### src/rtl/pipe_hazard_if.sv
// Hazard-unit bundle: ID-stage instruction fields and branch resolve in,
// stall/flush/forwarding controls out.
interface pipe_hazard_if #(
  parameter int REG_ADDR_W = 5,
  parameter int SEL_W      = 2,
  parameter int CNT_W      = 16
);
  logic                  id_valid;
  logic [REG_ADDR_W-1:0] id_rs1;
  logic [REG_ADDR_W-1:0] id_rs2;
  logic                  id_rs1_used;
  logic                  id_rs2_used;
  logic [REG_ADDR_W-1:0] id_rd;
  logic                  id_rd_wr;
  logic                  id_is_load;
  logic                  ex_branch_taken;
  logic                  fe_hold;
  logic                  id_bubble;
  logic                  flush_ifid;
  logic [SEL_W-1:0]      fwd_rs1_sel;
  logic [SEL_W-1:0]      fwd_rs2_sel;
  logic [CNT_W-1:0]      stall_count;

  modport master (
    output id_valid, id_rs1, id_rs2, id_rs1_used, id_rs2_used,
           id_rd, id_rd_wr, id_is_load, ex_branch_taken,
    input  fe_hold, id_bubble, flush_ifid, fwd_rs1_sel, fwd_rs2_sel, stall_count
  );

  modport slave (
    input  id_valid, id_rs1, id_rs2, id_rs1_used, id_rs2_used,
           id_rd, id_rd_wr, id_is_load, ex_branch_taken,
    output fe_hold, id_bubble, flush_ifid, fwd_rs1_sel, fwd_rs2_sel, stall_count
  );
endinterface

### src/rtl/pipe_hazard_unit.sv
// Pipeline hazard unit: destination scoreboard for EX..WB, load-use stall,
// forwarding select and taken-branch IF/ID flush with a stall counter.
module pipe_hazard_unit #(
  parameter int REG_ADDR_W   = 5,
  parameter int DEPTH        = 3,
  parameter int FLUSH_CYCLES = 2,
  parameter int CNT_W        = 16,
  parameter int SEL_W        = $clog2(DEPTH + 1)
) (
  input  logic         clk,
  input  logic         rst,
  pipe_hazard_if.slave hz
);
  localparam int FC_W = $clog2(FLUSH_CYCLES + 1);

  logic [DEPTH-1:0]      sb_valid;
  logic [DEPTH-1:0]      sb_load;
  logic [REG_ADDR_W-1:0] sb_rd [DEPTH];
  logic [FC_W-1:0]       flush_cnt;
  logic [CNT_W-1:0]      stall_cnt;
  logic                  hazard;
  logic                  flush;
  logic                  hold;
  logic                  insert;
  logic [SEL_W-1:0]      sel1;
  logic [SEL_W-1:0]      sel2;

  // Branch wins over a coincident load-use: the bubble still goes in, but fetch is not held.
  always_comb begin
    hazard = sb_valid[0] & sb_load[0] & hz.id_valid &
             ((hz.id_rs1_used & (hz.id_rs1 == sb_rd[0])) |
              (hz.id_rs2_used & (hz.id_rs2 == sb_rd[0])));
    flush  = rst & (hz.ex_branch_taken | (flush_cnt != '0));
    hold   = hazard & ~flush;
    insert = hz.id_valid & hz.id_rd_wr & (hz.id_rd != '0) & ~hazard & ~flush;
  end

  // Scan oldest to youngest so the youngest matching producer overrides.
  always_comb begin
    sel1 = '0;
    sel2 = '0;
    for (int k = DEPTH - 1; k >= 0; k--) begin
      if (sb_valid[k] && !(k == 0 && sb_load[0])) begin
        if (hz.id_rs1_used && (hz.id_rs1 == sb_rd[k])) sel1 = SEL_W'(k + 1);
        if (hz.id_rs2_used && (hz.id_rs2 == sb_rd[k])) sel2 = SEL_W'(k + 1);
      end
    end
  end

  always_ff @(posedge clk or negedge rst) begin
    if (!rst) begin
      sb_valid <= '0;
      sb_load  <= '0;
      for (int i = 0; i < DEPTH; i++) sb_rd[i] <= '0;
    end else begin
      sb_valid <= {sb_valid[DEPTH-2:0], insert};
      sb_load  <= {sb_load[DEPTH-2:0], hz.id_is_load};
      sb_rd[0] <= hz.id_rd;
      for (int i = 1; i < DEPTH; i++) sb_rd[i] <= sb_rd[i-1];
    end
  end

  always_ff @(posedge clk or negedge rst) begin
    if (!rst) begin
      flush_cnt <= '0;
    end else if (hz.ex_branch_taken) begin
      flush_cnt <= FC_W'(FLUSH_CYCLES);
    end else if (flush_cnt != '0) begin
      flush_cnt <= flush_cnt - FC_W'(1);
    end
  end

  always_ff @(posedge clk or negedge rst) begin
    if (!rst) begin
      stall_cnt <= '0;
    end else if (hold && (stall_cnt != '1)) begin
      stall_cnt <= stall_cnt + CNT_W'(1);
    end
  end

  assign hz.fe_hold     = hold;
  assign hz.id_bubble   = hazard;
  assign hz.flush_ifid  = flush;
  assign hz.fwd_rs1_sel = sel1;
  assign hz.fwd_rs2_sel = sel2;
  assign hz.stall_count = stall_cnt;
endmodule

### src/flat_wrapper.sv
// flat-port wrapper written by rule: the top's interface ports become plain ports
module pipe_hazard_unit_flat 
#(
  parameter int REG_ADDR_W   = 5,
  parameter int DEPTH        = 3,
  parameter int FLUSH_CYCLES = 2,
  parameter int CNT_W        = 16,
  parameter int SEL_W        = $clog2(DEPTH + 1)
)
  (clk, rst, hz_id_valid, hz_id_rs1, hz_id_rs2, hz_id_rs1_used, hz_id_rs2_used, hz_id_rd, hz_id_rd_wr, hz_id_is_load, hz_ex_branch_taken, hz_fe_hold, hz_id_bubble, hz_flush_ifid, hz_fwd_rs1_sel, hz_fwd_rs2_sel, hz_stall_count);
  pipe_hazard_if #(.REG_ADDR_W(REG_ADDR_W), .SEL_W(SEL_W), .CNT_W(CNT_W)) hz_i ();
  input  logic clk;
  input  logic rst;
  input wire logic [$bits(hz_i.id_valid)-1:0] hz_id_valid;
  input wire logic [$bits(hz_i.id_rs1)-1:0] hz_id_rs1;
  input wire logic [$bits(hz_i.id_rs2)-1:0] hz_id_rs2;
  input wire logic [$bits(hz_i.id_rs1_used)-1:0] hz_id_rs1_used;
  input wire logic [$bits(hz_i.id_rs2_used)-1:0] hz_id_rs2_used;
  input wire logic [$bits(hz_i.id_rd)-1:0] hz_id_rd;
  input wire logic [$bits(hz_i.id_rd_wr)-1:0] hz_id_rd_wr;
  input wire logic [$bits(hz_i.id_is_load)-1:0] hz_id_is_load;
  input wire logic [$bits(hz_i.ex_branch_taken)-1:0] hz_ex_branch_taken;
  output wire logic [$bits(hz_i.fe_hold)-1:0] hz_fe_hold;
  output wire logic [$bits(hz_i.id_bubble)-1:0] hz_id_bubble;
  output wire logic [$bits(hz_i.flush_ifid)-1:0] hz_flush_ifid;
  output wire logic [$bits(hz_i.fwd_rs1_sel)-1:0] hz_fwd_rs1_sel;
  output wire logic [$bits(hz_i.fwd_rs2_sel)-1:0] hz_fwd_rs2_sel;
  output wire logic [$bits(hz_i.stall_count)-1:0] hz_stall_count;
  assign hz_i.id_valid = hz_id_valid;
  assign hz_i.id_rs1 = hz_id_rs1;
  assign hz_i.id_rs2 = hz_id_rs2;
  assign hz_i.id_rs1_used = hz_id_rs1_used;
  assign hz_i.id_rs2_used = hz_id_rs2_used;
  assign hz_i.id_rd = hz_id_rd;
  assign hz_i.id_rd_wr = hz_id_rd_wr;
  assign hz_i.id_is_load = hz_id_is_load;
  assign hz_i.ex_branch_taken = hz_ex_branch_taken;
  assign hz_fe_hold = hz_i.fe_hold;
  assign hz_id_bubble = hz_i.id_bubble;
  assign hz_flush_ifid = hz_i.flush_ifid;
  assign hz_fwd_rs1_sel = hz_i.fwd_rs1_sel;
  assign hz_fwd_rs2_sel = hz_i.fwd_rs2_sel;
  assign hz_stall_count = hz_i.stall_count;
  pipe_hazard_unit #(.REG_ADDR_W(REG_ADDR_W), .DEPTH(DEPTH), .FLUSH_CYCLES(FLUSH_CYCLES), .CNT_W(CNT_W), .SEL_W(SEL_W)) u_core (.clk(clk), .rst(rst), .hz(hz_i));
endmodule
### config.mk
export PLATFORM = sky130hd
export DESIGN_NAME = pipe_hazard_unit_flat
export DESIGN_NICKNAME = d
export VERILOG_FILES = /design/src/rtl/pipe_hazard_if.sv /design/src/rtl/pipe_hazard_unit.sv /design/src/flat_wrapper.sv
export SDC_FILE = /design/constraint.sdc
export NUM_CORES = 1
export LEC_CHECK = 0
export ABC_AREA = 1
export CORE_MARGIN = 1.5
export CORE_UTILIZATION = 47
export DETAILED_ROUTE_END_ITERATION = 6
export GPL_TIMING_DRIVEN = 1
export PLACE_DENSITY_LB_ADDON = 0.08
export SKIP_LAST_GASP = 1
export SLEW_MARGIN = 30
export SYNTH_ARGS = -nofsm -noshare
export SYNTH_HDL_FRONTEND = slang
export SYNTH_SLANG_ARGS = --single-unit
### constraint.sdc
create_clock -name clk -period 3 [get_ports clk]
set_clock_uncertainty 0.1 [all_clocks]
set_input_delay 0.6 -clock clk [delete_from_list [all_inputs] [get_ports clk]]
set_output_delay 0.6 -clock clk [all_outputs]
set_load 0.01 [all_outputs]
Word level (Yosys, flattened, before mapping)
Cells that the tools add are included.
{"block": "totals", "regBits": 37, "in_bits": 23, "out_inout_bits": 23, "elab_cells": 57}
{"block": "classes", "add_sub_neg": 2, "eq_ne": 7, "muxes": 14, "bitwise_logic": 15, "reduce_logical": 12}
{"operator": "== test 5 bit", "n": 6}
{"operator": "2-to-1 mux 2 bit", "n": 14}
{"operator": "adder 16 x 1 -> 16 bit, second input constant", "n": 1}
{"operator": "inequality test 16 bit, second input constant", "n": 1}
{"operator": "AND 1 bit", "n": 11}
{"operator": "logical AND 1 bit", "n": 8}
{"operator": "nonzero test 5 bit", "n": 1}
{"operator": "nonzero test 2 bit", "n": 2}
{"operator": "NOT 1 bit", "n": 2}
{"operator": "OR 1 bit", "n": 2}
{"operator": "subtractor 2 x 1 -> 2 bit, second input constant", "n": 1}
{"operator": "logical NOT 1 bit", "n": 1}

Logic depth before layout (Yosys ltp)
{"block": "logic_depth", "ltp_word": 8, "depth_mapped": 11, "depth_no_buf": 10}

Worst setup path after synthesis
OpenSTA, ideal clock, no wires.
{"block": "synth_timing", "kind": "in2out", "start": "input port hz_id_rs1[1]", "end": "output port hz_fwd_rs1_sel[1]", "arrival_time_ns": 1.257, "t_required_ns": 2.300, "slack_ns": 1.043, "stages": 8, "path_buffers": 0, "cell_sequence": "inv_1 -> nand2_1 -> o21ai_0 -> a211oi_1 -> nand3_1 -> nand2_1 -> nand2_1 -> inv_1"}
{"block": "synth_via", "elab_chain_len": 8, "elab_cells_between_ends": 12, "classes_between": "eq/ne (3); mux (6); reduce/logical (3)"}
{"element": "from (decl)", "line": "flat_wrapper.sv:15", "source": "input wire logic [$bits(hz_i.id_rs1)-1:0] hz_id_rs1;"}
{"element": "== test 5 bit", "line": "pipe_hazard_unit.sv:44", "source": "if (hz.id_rs1_used && (hz.id_rs1 == sb_rd[k])) sel1 = SEL_W'(k + 1);"}
{"element": "logical AND 1 bit", "line": "pipe_hazard_unit.sv:44"}
{"element": "2-to-1 mux 2 bit", "line": "pipe_hazard_unit.sv:44"}
{"element": "2-to-1 mux 2 bit", "line": "pipe_hazard_unit.sv:43", "source": "if (sb_valid[k] && !(k == 0 && sb_load[0])) begin"}
{"element": "2-to-1 mux 2 bit", "line": "pipe_hazard_unit.sv:44"}
{"element": "2-to-1 mux 2 bit", "line": "pipe_hazard_unit.sv:43"}
{"element": "2-to-1 mux 2 bit", "line": "pipe_hazard_unit.sv:44"}
{"element": "2-to-1 mux 2 bit (*)", "line": "pipe_hazard_unit.sv:43"}
{"element": "to (decl)", "line": "flat_wrapper.sv:26", "source": "output wire logic [$bits(hz_i.fwd_rs1_sel)-1:0] hz_fwd_rs1_sel;"}
Every way passes the cells marked *; elsewhere a longest branch is shown, timed or not.

Worst setup path in the final report
Ends and elaborated chain as after synthesis.

==> reports/metrics.csv <==
stage;metric;value;unit
synthesis;synth warn;0;
synthesis;syn_area_per_cell;7.48;sq um
drt;Initial DRC Count;118;
pwr;Leakage Power;1.41;nW
layout;area occupied by multi-input gates;1060;sq um
drt;drt pass-1 iters;4;
worst_setup_path;critical path class;in2out;
layout;final net count;364;
synthesis;Area contributors post-synth;dfrtp_1, nand2_1, inv_1;
timing;final-report max-slew violation count;0;
timing;setup TNS;0;ps
synthesis;Synth area leader;dfrtp_1;
placed_design;Placer Congestion;0.862;
layout;antenna diode count;0;
cts;Num CTS Buffers;5;
layout;Seq. cell area;926;sq um
run;Max-Cap Viols;0;
drt;DR DRC count;0;
cts;TritonCTS clock tree;yes;
placed_design;DP Cell Count;383;
timing;minimum clock period;2850;ps
worst_setup_path;most used cell along the critical path;nand2_1;
timing;Final Hold Fails;0;
global_routing;Remaining Overflow, GRT;0;
worst_setup_path;slowest stage cell, crit path;clkdlybuf4s50_1;
global_routing;number of global-route vias before repair;1818;
timing;Worst Hold Slack;310;ps
worst_setup_path;crit path launch type;primary input;
layout;share of layout cells above drive strength 1;9.41;%
run_status;status;complete, no violations;
timing;FMAX;0.351;GHz
worst_setup_path;Critical Path AT;2150;ps
drt;via/cell ratio;4.92;
placed_design;DP HPWL;3480;um
worst_setup_path;CP required;2300;ps
timing;crit share post-route;94.9;%
synthesis;Netlist cell types;26;
synthesis;sequential share of the synthesized area;43.6;%
cts;Clock H-tree levels;2;
global_routing;gr usage total;20.6;%
drt;Routed Antenna Nets;0;
synthesis;mapped cell area;2120;sq um
floorplanning;die width;70.2;um
drt;final wirelength;4660;um
pwr;Pwr Density;380;nW/um^2
cts;Worst-Skew Late Latency;290;ps
worst_setup_path;Max Fanout on Critical Path;4;
cts;CTS hold repair buffers;0;
timing;Worst-Margin Slew;477;ps
global_routing;number of antenna violations at the first check in global routing;0;
layout;layout filler cell count;415;
worst_hold_path;worst min path class;reg2reg;
global_routing;largest net degree at the start of global routing;38;
floorplanning;Starting Density;48.8;%
floorplanning;Core Region;4350;sq um
floorplanning;Die ar.;4930;sq um
cts;CTS root buf;clkbuf_8;
synthesis;Cells after Synth;284;
pwr;Max VDD drop;0.245;mV
timing;unrepaired setup endpoints after global routing;false;
floorplanning;# rows;24;
placed_design;PortBufs;45;
synthesis;#FFs+latches synth;37;
synthesis;syn_nets;309;
layout;Non-Filler Instances;392;
synthesis;post-synth top area share;43.6;%
cts;clk sinks;37;
floorplanning;I/O Pins;46;
worst_setup_path;critical path, cell by cell;clkdlybuf4s50_1, inv_1, nand2_1, o21ai_0, a211oi_2, buf_4, nand3_1, nand2_1, nand2_1, inv_1, dlygate4sd2_1;
layout;P&R area growth vs syn;28.9;%
floorplanning;Die H;70.2;um
timing;Rel. slew slack;68.2;%
cts;Worst-path clk slew;80;ps
timing;Setup-failing EPs final;0;
worst_setup_path;Max stage delay on crit path;480;ps
worst_setup_path;Worst Setup End Kind;output port;
drt;drt wl/cell;11.9;um
drt;vias;1927;
cts;worst-case clock buffer depth;2;
global_routing;first-pass GRT wire length;8130;um
## sequential cells by signal, indices dropped and copies added, names as in the netlist
name,cells
u_core.sb_rd,15
u_core.flush_cnt,2
u_core.sb_valid,3
u_core.hz.stall_count,16
u_core.sb_load,1
## cells in the mapped netlist (all sizes together)
library cell and instances:
a211oi 2, a21oi 8, and3 1, buf 2, dfrtp 37, ha 2
inv 36, nand2 108, nand3 15, nand4 7, nor2 30, nor3 5
nor3b 1, o211ai 3, o21ai 6, o22ai 6, xnor2 9, xor2 6
## layout by cell type (no fill, tap or decap), drive strengths merged
cell,Yosys,layout
nor3,5,5
inv,36,36
dfrtp,37,37
o21ai,6,6
nor3b,1,1
and3,1,1
xnor2,9,9
buf,2,6
a21oi,8,8
o22ai,6,6
a211oi,2,2
xor2,6,6
nor2,30,30
nand3,15,15
o211ai,3,3
clkbuf,0,6
nand4,7,7
clkinv,0,2
nand2,108,108
clkdlybuf4s50,0,34
ha,2,2
dlygate4sd2,0,10
## area by class of cell
cell class	count	area share (%)
Timing Repair Buffer	50	17.2
Multi-Input combinational cell	209	38.6
Sequential cell	37	33.8
Inverter	36	4.94
Clock buffer	6	2.65
Tap cell	52	2.38
Clock inverter	2	0.366
## per-stage QoR
step                power [W]  cell area (sq um)  setup slack [ps]  util (%)
floorplan            0.000635               2120              1040         -
global placement     0.000707               2640              -116      60.7
detailed placement   0.000711               2640              -101      60.7
CTS                   0.00105               2730               113      62.6
global route          0.00110               2740              48.0      62.8
finish                0.00104               2740               154      62.8
## metal layers
layer	part of all wire (%)	global-route usage [%]	wire length [um]	vias to the layer above
li1	-	-	-	1008
met2	40	30.8	1860	51
met4	1.2	6.62	55	0
met5	0	0	0	-
met3	5.6	5.34	262	5
met1	53	29.4	2490	863
## what timing repair did
action                     4_1_cts  5_1_grt
gates resized for setup         12        2
setup endpoints to repair        6        2
hold endpoints to repair         0        0
gates cloned                     0        0
buffers inserted                 1        0
pin swaps                        2        0
## logic make-up (layout without fill, tap and decap cells)
family	after synthesis	in the layout	share of synthesized area, %
and+or+nand+nor	167	167	34.2
buffers and inverters	38	94	7.42
DFF	37	37	43.6
xor gates and xnor gates	15	15	6.19
adders and majority gates	2	2	1.18
AOI/OAI and AO/OA	25	25	7.37
## power by group
group	leakage (nW)	switching [W]	internal (W)
Clock	0.0450	0.000176	0.000161
Combinational	0.887	0.0000889	0.0000705
Sequential	0.473	0.0000199	0.000524
Total	1.41	0.000285	0.000755
## final timing paths
path,to,depth (start not counted),slack (ps),from
hold reg to reg,u_core.sb_rd[5],0,310,u_core.sb_rd[10]
min in group asynchronous,u_core.sb_rd[0],2,320,rst
setup / recovery,hz_fwd_rs1_sel[1],11,150,hz_id_rs1[1]
setup reg to reg,u_core.hz.stall_count[9],7,1060,u_core.hz.stall_count[0]
hold / removal,u_core.sb_rd[5],0,310,u_core.sb_rd[10]
max in group asynchronous,u_core.hz.stall_count[14],2,2130,rst
## worst max-delay path, delay by kind of cell
family | cells | cell delay (ps)
simple gates | 4 | 220
compound gates | 2 | 320
buf+inv | 5 | 1000
No activity file was read; power rests on OpenSTA's default activity.
